`src/rtl/inv_keyexpansion.sv`:
```
// Byte-serial AES-128 inverse key schedule: loads round key 10, emits rounds 10..0
// one byte per cycle and derives each previous round key in place with one S-box.
module inv_keyexpansion (
    input  logic       clk,
    input  logic       rst,
    input  logic [7:0] key_in,
    input  logic       key_in_valid,
    output logic       load_ready,
    input  logic       round_req,
    output logic       req_ready,
    output logic [7:0] key_out,
    output logic       key_valid,
    output logic [3:0] key_round,
    output logic       done
);

    typedef enum logic [2:0] {
        S_IDLE, S_LOAD, S_READY, S_EMIT, S_UPDATE, S_DONE
    } state_t;

    localparam logic [2047:0] SBOX_TBL = {
        128'h637c777bf26b6fc53001672bfed7ab76, 128'hca82c97dfa5947f0add4a2af9ca472c0,
        128'hb7fd9326363ff7cc34a5e5f171d83115, 128'h04c723c31896059a071280e2eb27b275,
        128'h09832c1a1b6e5aa0523bd6b329e32f84, 128'h53d100ed20fcb15b6acbbe394a4c58cf,
        128'hd0efaafb434d338545f9027f503c9fa8, 128'h51a3408f929d38f5bcb6da2110fff3d2,
        128'hcd0c13ec5f974417c4a77e3d645d1973, 128'h60814fdc222a908846eeb814de5e0bdb,
        128'he0323a0a4906245cc2d3ac629195e479, 128'he7c8376d8dd54ea96c56f4ea657aae08,
        128'hba78252e1ca6b4c6e8dd741f4bbd8b8a, 128'h703eb5664803f60e613557b986c11d9e,
        128'he1f8981169d98e949b1e87e9ce5528df, 128'h8ca1890dbfe6426841992d0fb054bb16
    };

    function automatic logic [7:0] sbox(input logic [7:0] x);
        logic [10:0] idx;
        idx = {~x, 3'b000};
        return SBOX_TBL[idx +: 8];
    endfunction

    // Round constant used when stepping from round r back to round r-1.
    function automatic logic [7:0] rcon(input logic [3:0] round);
        case (round)
            4'd10:   rcon = 8'h36;
            4'd9:    rcon = 8'h1b;
            4'd8:    rcon = 8'h80;
            4'd7:    rcon = 8'h40;
            4'd6:    rcon = 8'h20;
            4'd5:    rcon = 8'h10;
            4'd4:    rcon = 8'h08;
            4'd3:    rcon = 8'h04;
            4'd2:    rcon = 8'h02;
            4'd1:    rcon = 8'h01;
            default: rcon = 8'h00;
        endcase
    endfunction

    state_t     state_q, state_d;
    logic [3:0] cnt_q, cnt_d;
    logic [3:0] round_q, round_d;
    logic [7:0] key_q [16];
    logic [7:0] key_d [16];
    logic [7:0] key_out_q, key_out_d;
    logic       key_valid_q, key_valid_d;
    logic       req_ready_q, req_ready_d;
    logic       load_ready_q, load_ready_d;
    logic       done_q, done_d;

    logic [1:0] rot_row;
    logic [7:0] sub_byte;
    logic [3:0] upd_dst;
    logic [3:0] upd_src;

    // Update cycles 0..11 fold w3, w2, w1 (in that order, so each reads the old
    // lower word); cycles 12..15 rebuild w0 from SubWord(RotWord(w3')).
    assign rot_row  = cnt_q[1:0] + 2'd1;
    assign sub_byte = sbox(key_q[{2'b11, rot_row}]);
    assign upd_dst  = {~cnt_q[3:2], cnt_q[1:0]};
    assign upd_src  = upd_dst - 4'd4;

    always_comb begin
        // NOTE: every signal gets a default first so no path leaves it unassigned (no latches).
        state_d     = state_q;
        cnt_d       = cnt_q;
        round_d     = round_q;
        key_d       = key_q;
        key_out_d   = 8'h00;
        key_valid_d = 1'b0;

        case (state_q)
            S_IDLE: begin
                if (key_in_valid) begin
                    key_d[0] = key_in;
                    cnt_d    = 4'd1;
                    state_d  = S_LOAD;
                end
            end
            S_LOAD: begin
                if (key_in_valid) begin
                    key_d[cnt_q] = key_in;
                    cnt_d        = cnt_q + 4'd1;
                    if (cnt_q == 4'd15) begin
                        round_d = 4'd10;
                        state_d = S_READY;
                    end
                end
            end
            S_READY: begin
                if (round_req) begin
                    key_out_d   = key_q[0];
                    key_valid_d = 1'b1;
                    cnt_d       = 4'd0;
                    state_d     = S_EMIT;
                end
            end
            S_EMIT: begin
                if (cnt_q != 4'd15) begin
                    key_out_d   = key_q[cnt_q + 4'd1];
                    key_valid_d = 1'b1;
                    cnt_d       = cnt_q + 4'd1;
                end else begin
                    cnt_d   = 4'd0;
                    state_d = (round_q == 4'd0) ? S_DONE : S_UPDATE;
                end
            end
            S_UPDATE: begin
                if (cnt_q < 4'd12) begin
                    key_d[upd_dst] = key_q[upd_dst] ^ key_q[upd_src];
                end else begin
                    key_d[{2'b00, cnt_q[1:0]}] = key_q[{2'b00, cnt_q[1:0]}] ^ sub_byte
                        ^ ((cnt_q[1:0] == 2'd0) ? rcon(round_q) : 8'h00);
                end
                cnt_d = cnt_q + 4'd1;
                if (cnt_q == 4'd15) begin
                    round_d = round_q - 4'd1;
                    state_d = S_READY;
                end
            end
            S_DONE:  state_d = S_IDLE;
            default: state_d = S_IDLE;
        endcase

        req_ready_d  = (state_d == S_READY);
        load_ready_d = (state_d == S_IDLE) || (state_d == S_LOAD);
        done_d       = (state_d == S_DONE);
    end

    always_ff @(posedge clk) begin
        // NOTE: sequential state uses non-blocking assignments so all flops update together.
        if (rst) begin
            state_q      <= S_IDLE;
            cnt_q        <= 4'd0;
            round_q      <= 4'd0;
            key_out_q    <= 8'h00;
            key_valid_q  <= 1'b0;
            req_ready_q  <= 1'b0;
            load_ready_q <= 1'b1;
            done_q       <= 1'b0;
        end else begin
            state_q      <= state_d;
            cnt_q        <= cnt_d;
            round_q      <= round_d;
            key_out_q    <= key_out_d;
            key_valid_q  <= key_valid_d;
            req_ready_q  <= req_ready_d;
            load_ready_q <= load_ready_d;
            done_q       <= done_d;
        end
    end

    // NOTE: the key register has no reset; every load rewrites it and it only reaches key_out while valid.
    always_ff @(posedge clk) begin
        key_q <= key_d;
    end

    assign key_out    = key_out_q;
    assign key_valid  = key_valid_q;
    assign key_round  = round_q;
    assign req_ready  = req_ready_q;
    assign load_ready = load_ready_q;
    assign done       = done_q;

endmodule
```
`config.mk`:
```
export PLATFORM = sky130hd
export DESIGN_NAME = inv_keyexpansion
export DESIGN_NICKNAME = d
export VERILOG_FILES = /design/src/rtl/inv_keyexpansion.sv
export SDC_FILE = /design/constraint.sdc
export NUM_CORES = 1
export LEC_CHECK = 0
export CORE_MARGIN = 3
export CORE_UTILIZATION = 35
export CTS_CLUSTER_DIAMETER = 100
export DETAILED_ROUTE_END_ITERATION = 7
export MAX_ROUTING_LAYER = met4
export PLACE_DENSITY = 0.51
export SLEW_MARGIN = 20
export SYNTH_ARGS = -nofsm -noshare
export SYNTH_HDL_FRONTEND = slang
export SYNTH_SLANG_ARGS = --single-unit
```
`constraint.sdc`:
```
create_clock -name clk -period 13.9 [get_ports clk]
set_clock_uncertainty 0.05 [all_clocks]
set_input_delay 2.085 -clock clk [delete_from_list [all_inputs] [get_ports clk]]
set_output_delay 2.085 -clock clk [all_outputs]
set_load 0.05 [all_outputs]
```
==> impl_metrics.ini <==
[drt]
wl_per_cell_um = 29.5
drc_errors = 0
ant_nets = 0
first_pass_iters = 8
drt_iter0_drc = 1877
routed_wl_mm = 52.5
viasPerCell = 6.77
vias = 12100

[global_routing]
grt_pass1_wl_mm = 77.6
antenna_found_initial = 3
grt_util_all_layers = 0.273
grt_overflow_total = 0
grt_pass1_vias = 11300
grt_start_max_net_pins = 71

[critical_path]
critPathMaxFanout = 70
slowest_stage = dfxtp_4
arrival_ns = 6.42
worstReg2RegStart = cnt_q[0]
critPathRequiredTime_ns = 14.03
startpoint = cnt_q[0]
cp_cell_sequence = inv_1, ha_2, mux2i_1, mux2_2, buf_4, inv_2, buf_4, mux2i_1, nand2_1, a41o_1, a211o_1, a222oi_1, xnor2_1, o21ai_1
critPathLaunchType = flop
cp_top_family = buffers and inverters
criticalPathCategory = reg2reg
cp-end-kind = flop
slowest_delay_ns = 0.81
worst-path-buf-inv = 4

[synth]
synth_area_leader_cell = edfxtp_1
ys_warn_count = 0
synth_top_area_frac = 0.296
synth_seq_area_share = 0.344
synth_compound_area_frac = 0.216
synthTopCellsByArea = edfxtp_1 30%, mux4_2 15%, o21ai_0 6.1%
netlist_instances = 1374
synth_flop_cell = edfxtp_1
ys_types = 82
synth_most_common_cell = nand2_1
synth_edf_count = 128
synth_top_family_by_area = compound AO/OA/AOI/OAI gates
yosys.area_share.simple = 0.154
syn-num-nets = 1413
synth-async-reset-ratio = 0
synth.avg_cell_area_um2 = 9.46
ys_seq_elements = 159
synth_common_cells = 194 x nand2_1, 159 x o21ai_0, 128 x edfxtp_1, 89 x mux4_2, 81 x nor2_1
synthAdderAreaFrac = 0.0260
syn_area_um2 = 13000
synthMuxAreaShare = 0.183
synth-xor-area-share = 0.0216

[hold_path]
hp-class = reg2reg
min_from = cnt_q[3]

[finish]
drive_gt1_frac = 0.135
fin_cells = 1780
area_growth_pct = 7.88
design_area_um2 = 14000
final_util = 0.388
final_nets = 1342

[timing]
period_needed_ns = 6.29
fmax_mhz = 159
relSlewSlack = 0.239
whs_ns = 0.568
timing.final.hold_violations = 0
tightest_slew_ns = 1.14
setup_viol = 0
finalCritPeriodShare = 0.453
grt_setup_unrepaired = no
drv_slew = 0
finalSetupTns_ns = 0

[run]
maxCapViolCount = 0

[cts]
cts_setup_buffers = 0
root_buffer = clkbuf_16
clk-insertion-delay-late_ns = 0.44
clk_path_buf_depth = 2
cts_resized = 0
htree_levels = 4
cts_tree = built
cts.sinks = 159
path_clk_slew_ns = 0.06
cts_buffers = 17
postCtsHoldBufs = 0

[floorplan]
die_y_um = 199
rows = 69
die-area_um2 = 39500
die_w_um = 199
start_util = 0.360
coreArea_um2 = 36100
io_pins = 28

[placed_design]
dp_hpwl_mm = 36.3
placed_area_um2 = 13400
portBuffers = 27
placed_cells = 1745
place.gp.congestion = 1.02

[power_and_ir_drop]
powerDensity_nw_per_um2 = 78.6
peakVddDrop_v = 0.0000809
leakage_nw = 4.24

[status]
status = complete, no violations
[worst register-to-register path, cell delays in order, from the launching register on]
cell and delay, ns:
dfxtp_4 0.81, inv_1 0.27, ha_2 0.70, mux2i_1 0.14
mux2_2 0.28, buf_4 0.32, inv_2 0.62, buf_4 0.71
mux2i_1 0.39, nand2_1 0.08, a41o_1 0.25, a211o_1 0.28
a222oi_1 0.69, xnor2_1 0.30, o21ai_1 0.13
[placed cells by master, fill, tap and decap left out, types with 21 or more instances in the layout]
master | synthesis | final
mux2i_1 | 31 | 31
o211ai_1 | 23 | 23
a22oi_1 | 21 | 21
clkdlybuf4s50_1 | 0 | 27
buf_4 | 8 | 25
edfxtp_1 | 128 | 128
mux4_2 | 89 | 88
ha_1 | 27 | 26
nand2_1 | 194 | 194
o21ai_0 | 159 | 159
nor2_1 | 81 | 81
nand2b_1 | 24 | 24
and2_1 | 28 | 28
dfxtp_1 | 31 | 29
xnor2_1 | 23 | 22
a21oi_1 | 50 | 50
[report_power, final]
group          total (mW)  switching [mW]  internal, mW  leakage [nW]
registers           0.520         0.00810         0.511          1.42
logic               0.109          0.0657        0.0435          2.54
clock network       0.472           0.203         0.269         0.273
total                1.10           0.277         0.824          4.24
[flip-flops by register name (all words and copies together), names as in the netlist, named ones only]
register / flops
cnt_q: 4
done: 1
key_out: 8
key_q: 128
key_round: 4
key_valid: 1
load_ready: 1
req_ready: 1
state_q: 3
[path summary, 6_finish.rpt]
path                              endpoint  slack, ns  cells past startpoint
worst max-delay path            key_q[108]       7.61                     14
worst min register to register    cnt_q[3]       0.57                      2
worst max register to register  key_q[108]       7.61                     14
worst min-delay path              cnt_q[3]       0.57                      2
[metal layers]
metal  vias to the layer above  global-route usage  share of wire
met3                       170              0.0639           0.11
met4                         0               0.122          0.050
met2                       866               0.401           0.44
met1                      5905               0.360           0.40
met5                         -                   -              0
li1                       5114                   -              -
[through the flow]
stage / setup slack, ns / total power [mW]
after global placement: 7.83 / 0.637
after global routing: 7.30 / 1.13
after CTS: 7.75 / 1.10
final: 7.61 / 1.10
after floorplan: 8.90 / 0.601
after detailed placement: 7.76 / 0.637
[layout make-up]
class | instances | area (um2)
Antenna cell | 3 | 7.51
Clock buffer | 19 | 443
Clock inverter | 13 | 139
Fill cell | 3624 | 22100
Inverter | 24 | 90.1
Multi-Input combinational cell | 1049 | 7840
Sequential cell | 159 | 4470
Tap cell | 461 | 577
Timing Repair Buffer | 52 | 458
[logic make-up (layout without fill, tap and decap cells)]
family / count (synthesis) / count (layout)
flip-flops: 159 / 159
AO/OA/AOI/OAI: 429 / 429
buffers and inverters: 166 / 108
multiplexers: 126 / 126
other: 0 / 3
AND/OR/NAND/NOR: 435 / 435
XOR/XNOR: 32 / 32
adder cells (fa/ha/maj): 27 / 27
Power figures use the tool's default switching activity.
